### src/rtl/fetch_stage.sv
// Instruction-fetch stage: owns the PC, fronts the instruction memory and fills the IF/ID register.
// Optional build macro FETCH_PERF_COUNTERS_EN adds perf_fetched / perf_bubbles counters.
module fetch_stage #(
    parameter logic [31:0] RESET_PC   = 32'h0000_0000,
    parameter int          IMEM_WORDS = 10,
    parameter logic [31:0] NOP_INSTR  = 32'h0000_0013
) (
    input  logic        clock,
    input  logic        reset,
    input  logic        stall,
    input  logic        redirect_valid,
    input  logic [31:0] redirect_target,
    input  logic [31:0] instr_in,
    output logic [31:0] pc_out,
    output logic [31:0] ifid_instr,
    output logic [31:0] ifid_pc,
    output logic [31:0] ifid_pc_plus4,
    output logic        ifid_valid,
    output logic        halted,
    output logic        fetch_err,
`ifdef FETCH_PERF_COUNTERS_EN
    output logic [31:0] perf_fetched,
    output logic [31:0] perf_bubbles,
`endif
    output logic [1:0]  state
);

    localparam logic [1:0] S_RUN  = 2'd0;
    localparam logic [1:0] S_HALT = 2'd1;
    localparam logic [1:0] S_ERR  = 2'd2;

    localparam logic [31:0] PC_LIMIT = 32'(IMEM_WORDS * 4);
    localparam logic [31:0] PC_LAST  = PC_LIMIT - 32'd4;

    // Handshake: no valid/ready here; instr_in is trusted only on an advancing edge in RUN,
    // and the IF/ID consumer qualifies ifid_* with ifid_valid.
    logic        do_latch;
    logic [31:0] pc_plus4;

    assign pc_plus4 = pc_out + 32'd4;
    assign do_latch = (state == S_RUN) && !redirect_valid && !stall && (pc_out < PC_LIMIT);

    always_ff @(posedge clock) begin
        if (reset) begin
            state         <= S_RUN;
            pc_out        <= RESET_PC;
            ifid_instr    <= NOP_INSTR;
            ifid_pc       <= 32'd0;
            ifid_pc_plus4 <= 32'd0;
            ifid_valid    <= 1'b0;
            halted        <= 1'b0;
            fetch_err     <= 1'b0;
        end else if (state != S_ERR) begin
            if (redirect_valid) begin
                ifid_instr <= NOP_INSTR;
                ifid_valid <= 1'b0;
                if (redirect_target[1:0] == 2'b00) begin
                    pc_out <= redirect_target;
                    state  <= S_RUN;
                    halted <= 1'b0;
                end else begin
                    state     <= S_ERR;
                    fetch_err <= 1'b1;
                end
            end else if (state == S_HALT) begin
                ifid_instr <= NOP_INSTR;
                ifid_valid <= 1'b0;
            end else if (!stall) begin
                if (pc_out >= PC_LIMIT) begin
                    // Redirected past the end of memory: nothing valid to fetch.
                    ifid_instr <= NOP_INSTR;
                    ifid_valid <= 1'b0;
                    state      <= S_HALT;
                    halted     <= 1'b1;
                end else begin
                    ifid_instr    <= instr_in;
                    ifid_pc       <= pc_out;
                    ifid_pc_plus4 <= pc_plus4;
                    ifid_valid    <= 1'b1;
                    if (pc_out == PC_LAST) begin
                        state  <= S_HALT;
                        halted <= 1'b1;
                    end else begin
                        pc_out <= pc_plus4;
                    end
                end
            end
        end
    end

`ifdef FETCH_PERF_COUNTERS_EN
    always_ff @(posedge clock) begin
        if (reset) begin
            perf_fetched <= 32'd0;
            perf_bubbles <= 32'd0;
        end else if (state != S_ERR) begin
            if (do_latch) begin
                if (perf_fetched != 32'hFFFF_FFFF) perf_fetched <= perf_fetched + 32'd1;
            end else begin
                if (perf_bubbles != 32'hFFFF_FFFF) perf_bubbles <= perf_bubbles + 32'd1;
            end
        end
    end
`endif

endmodule

### config.mk
export PLATFORM = sky130hd
export DESIGN_NAME = fetch_stage
export DESIGN_NICKNAME = d
export VERILOG_FILES = /design/src/rtl/fetch_stage.sv
export SDC_FILE = /design/constraint.sdc
export NUM_CORES = 1
export LEC_CHECK = 0
export CAP_MARGIN = 0
export CORE_MARGIN = 2
export CORE_UTILIZATION = 47
export CTS_BUF_LIST = sky130_fd_sc_hd__clkbuf_8
export DETAILED_ROUTE_END_ITERATION = 10
export PLACE_DENSITY = 0.86
export SYNTH_ARGS = -nofsm -noshare
export SYNTH_HDL_FRONTEND = slang
export SYNTH_SLANG_ARGS = --single-unit
### constraint.sdc
create_clock -name clock -period 5.5 [get_ports clock]
set_clock_uncertainty 0.1 [all_clocks]
set_input_delay 1.375 -clock clock [delete_from_list [all_inputs] [get_ports clock]]
set_output_delay 1.375 -clock clock [all_outputs]
set_load 0.005 [all_outputs]
# == Word level (Yosys, flattened, before mapping) ==
# Index checks and enable logic that the tools add are counted.
# op_classes
addsub,1
magnitude_cmp,1
n_eq_ne,9
muxes,26
n_bitwise,5
n_reduce_logical,8
# ops
operator,n
2-to-1 mux 32 bit,10
adder 32 x 3 -> 32 bit (second input constant),1
== test 32 x 6 -> 1 bit (second input constant),1
greater-or-equal comparator 32 x 6 -> 1 bit (second input constant),1
2-to-1 mux 2 bit,6
2-to-1 mux 1 bit,10
AND reduction 5 bit,2
inequality test 2 bit (second input constant),4
AND reduction 6 bit,1
NOT 1 bit,5
inequality test 2 x 1 -> 1 bit (second input constant),2
AND reduction 4 bit,1
inequality test 3 x 1 -> 1 bit (second input constant),1
AND reduction 3 bit,1
nonzero test 3 bit,1
== test 2 x 1 -> 1 bit (second input constant),1
logical NOT 2 bit,1
AND reduction 2 bit,1
# word_totals
reg_bits,133
inputBits,68
out_inout_bits,133
elab_cells,58

# == Depth between registers and ports, before layout ==
# depth
ltp_word,6
mapped_depth,9
ltp_nobuf,8

# == Worst setup path after synthesis ==
# OpenSTA, ideal clock, no wires.
# synth_path
kind,in2reg
start,input port redirect_valid
end,register pc_out[29]
setup_time_ns,0.071
arrival_ns,2.505
required_ns,5.329
slack_ns,2.824
cell_stages,6
n_path_buf,3
path_cell_list,clkbuf_1 -> and3_1 -> buf_2 -> buf_1 -> nand3_1 -> a21oi_1
# synth_between
elab_chain_cells,2
word_cells_on_any_way,7
cone_classes,eq/ne (5); mux (1); reduce/logical (1)
# synth_rtl
item,line,rtl
start: declaration,11,"input logic redirect_valid,"
inequality test 2 x 1 -> 1 bit (no line) or inequality test 2 bit (tied branches),-,
AND reduction 6 bit (no line),-,
end signal: assignment,58,pc_out <= redirect_target;
end signal: assignment,84,pc_out <= pc_plus4;
end: declaration,14,"output logic [31:0] pc_out,"
# Several ways; a longest one is shown, not always the timed one.
# A chain may end at the register's enable or synchronous reset.

# == Worst setup path in the final report ==
# layout_path
start,input port stall
end,register ifid_pc[0]
# layout_between
elab_chain_cells,2
# layout_rtl
item,line,rtl
start: declaration,10,"input logic stall,"
NOT 1 bit (no line),-,
AND reduction 5 bit (no line),-,
end signal: assignment,77,ifid_pc <= pc_out;
end: declaration,16,"output logic [31:0] ifid_pc,"
# No other way between the ends.

==> results.tsv <==
metric	value	unit
main combinational cell family by area after synthesis	simple AND/OR/NAND/NOR gates	
share of layout cells above drive strength 1	6.44	%
Worst-Margin Slew	999	ps
CP top delay family	simple AND/OR/NAND/NOR gates	
critical path peak fanout	30	
CP Data Required Time	5670	ps
adder-cell share of the synthesized area	0.808	%
buffers plus inverters on the worst setup path	2	
Worst R2R Setup Slack	2850	ps
fin crit share	60.2	%
CP startpoint kind	primary input	
CP max stage delay	570	ps
postcts setup bufs	0	
PwrDens	282	nW/um^2
Net count, final	741	
Hold Path Class	reg2reg	
post-synthesis mux area share	1.29	%
Pwr Total	1.98	mW
WP data arrival	3480	ps
final setup fails	0	
Reg clk slew, reported paths	80	ps
CP cell instances	clkdlybuf4s50_1 > nor3_1 > and4bb_2 > buf_4 > mux2i_1 > nor2_1	
first-pass GRT wire length	19400	um
hold buffer count at CTS	0	
gr ovfl total	0	
CTS tree	done	
Critical R2R Capture	pc_out[3]	
CTS max path bufs	2	
sequential-to-total area share from yosys stat	56.5	%
Setup WS post-layout	2190	ps
H-Tree Depth	4	
Initial Util	48.0	%
worst skew pair latency	420	ps
Hold EP	ifid_pc[31]	
routed len/inst	15.7	um
post-synthesis simple-gate area fraction	22.7	%
Core ar.	9680	sq um
XOR/XNOR Fraction of Synth Area	0.566	%
Inserted Clock Buffers	17	
fmax	0.302	GHz
Finished Core Util	72.5	%
Design Area, Final	7020	sq um
GRT Overall Usage	23.4	%
FF-to-FF path depth	7	
leakage power	2.54	nW
Horiz. Die Dim	103	um
antenna cell count	0	
vias per cell	5.10	
Root Driver	clkbuf_8	
I/O pin cnt	201	
setup total negative slack	0	ps
antenna viol nets, final	0	
vias post-DR	4163	
Clock Sinks	131	
min cycle time layout	3310	ps
Max Cap Viol	0	
Mapped Cells	486	
Seq cells post-synth	131	
YS warnings	0	
CP max stage cell	and4bb_2	
port bufs	200	
DP Worst Slack	1780	ps
Avg Cell Area, Syn	9.56	sq um
Hold Vio Cnt, Final	0	
router iterations before antenna repair	5	
compound-gate portion of the synthesized area	13.6	%
initial antenna violation count	0	
Critical Path Sink Type	flop	
Pins Over Slew Limit	0	
count of cell types in the netlist	44	
# DRC	0	
RSZ-0062 raised after global routing	false	
maximum vdd ir drop	207	uV
largest net degree at the start of global routing	81	
HPWL Detailed	8920	um
Min-Delay Path Depth	1	
Syn-to-layout area delta	51.1	%
Mapped Nets	557	
critical path type	in2reg	
placed cell areas	6650	sq um
row count	36	
Placer Congestion	0.900	
drt total wl	12800	um
initial drt markers	140	
Post-CTS Resized	0	
post-synthesis cell area	4640	sq um
status	completed	
die outline area	10700	sq um
relative slew slack	33.4	%
number of global-route vias before repair	3915	
reg2reg start	pc_out[2]	
Die H	103	um
Hold Startpoint	ifid_pc[31]	
-- final cells by class --
| class | instances | area, sq um |
|---|---|---|
| multi-input combinational | 310 | 1810 |
| fill | 696 | 2670 |
| clock buffer | 18 | 248 |
| clock inverter | 14 | 121 |
| tap | 133 | 166 |
| timing repair buffer | 204 | 2030 |
| inverter | 6 | 22.5 |
| sequential | 131 | 2620 |
-- cell families after synthesis --
family / Yosys count
buf+inv: 45
flops: 131
simple gates: 204
xor+xnor: 3
fa+ha+maj: 3
compound gates: 94
mux: 6
-- where the power goes --
part           leakage [nW]  internal [mW]  switching, mW
Clock                 0.184          0.338          0.406
Combinational          1.30          0.127          0.113
Sequential             1.06          0.972         0.0252
Total                  2.54           1.44          0.544
-- synth_stat cells (all sizes together) --
cell	n	area (sq um)
o22ai	3	18.8
nor4b	1	8.76
and4	2	17.5
a21o	2	15.0
nor4	8	56.3
nand4b	1	8.76
ha	3	37.5
xor2	2	17.5
nor3	6	35.0
o21ai	8	40.0
a211oi	6	45.0
inv	6	22.5
nand2	36	135
or3	2	12.5
o21a	1	7.51
and4b	1	10.0
a32oi	1	8.76
and2	52	325
nor3b	3	22.5
or3b	1	11.3
a31oi	4	25.0
o31ai	3	22.5
buf	16	103
and3	1	6.26
nor2	59	229
and4bb	1	12.5
nand2b	8	50.1
nand3	18	90.1
dfxtp	131	2620
clkbuf	23	86.3
mux2i	6	60.1
a2bb2oi	4	35.0
nand4	4	25.0
o41ai	1	16.3
a22oi	35	263
xnor2	1	8.76
a21oi	26	134
-- metal layers --
metal	part of all wire [%]	GRT usage [%]
met2	47	35.7
met5	0	0
met4	2.1	9.11
met3	9.1	9.01
met1	42	30.0
-- per-stage QoR --
stage,hold slack [ps],std cells
6_report,361,816
5_1_grt,380,816
3_5_place_dp,343,784
3_3_place_gp,341,784
2_1_floorplan,355,486
4_1_cts,366,816
-- worst reg2reg max path: stages (launching register included) --
cell	delay, ps
dfxtp_1	580
ha_1	210
nor4b_1	290
o21a_1	170
nor3_2	60
a21oi_2	760
a211oi_1	110
a211oi_1	280
-- worst max-delay path by stage --
stage | from | endpoint | slack (ps) | depth (start not counted)
CTS | redirect_valid | ifid_instr[20] | 2220 | 7
global route | redirect_valid | ifid_instr[20] | 2040 | 7
floorplan | redirect_valid | pc_out[29] | 2820 | 6
detailed placement | redirect_valid | ifid_instr[19] | 1780 | 7
finish | stall | ifid_pc[0] | 2190 | 6
global placement | stall | ifid_pc[0] | 1850 | 6
-- flip-flops by register name (all words and copies together), names as in the netlist --
signal,cells
ifid_valid,1
ifid_instr,32
halted,1
ifid_pc,32
state,2
ifid_pc_plus4,30
pc_out,32
fetch_err,1
-- cells in the final DEF, fill, tap and decap left out, types with 2 or more instances in the layout --
cell             instances
clkdlybuf4s50_1        199
dfxtp_1                131
nor2_1                  58
and2_1                  52
nand2_1                 36
a22oi_1                 35
a21oi_1                 25
nand3_1                 18
clkbuf_8                18
o21ai_0                  8
nand2b_1                 8
nor4_1                   7
inv_1                    6
mux2i_1                  6
a211oi_1                 6
nor3_1                   5
clkinv_4                 5
nand4_1                  4
a2bb2oi_1                4
a31oi_1                  4
inv_6                    4
buf_4                    4
nor3b_1                  3
o22ai_1                  3
o31ai_1                  3
ha_1                     3
xor2_1                   2
a21o_1                   2
and4_1                   2
or3_1                    2
clkinvlp_4               2
inv_8                    2
Note: power is estimated with default switching activity, not from simulation.
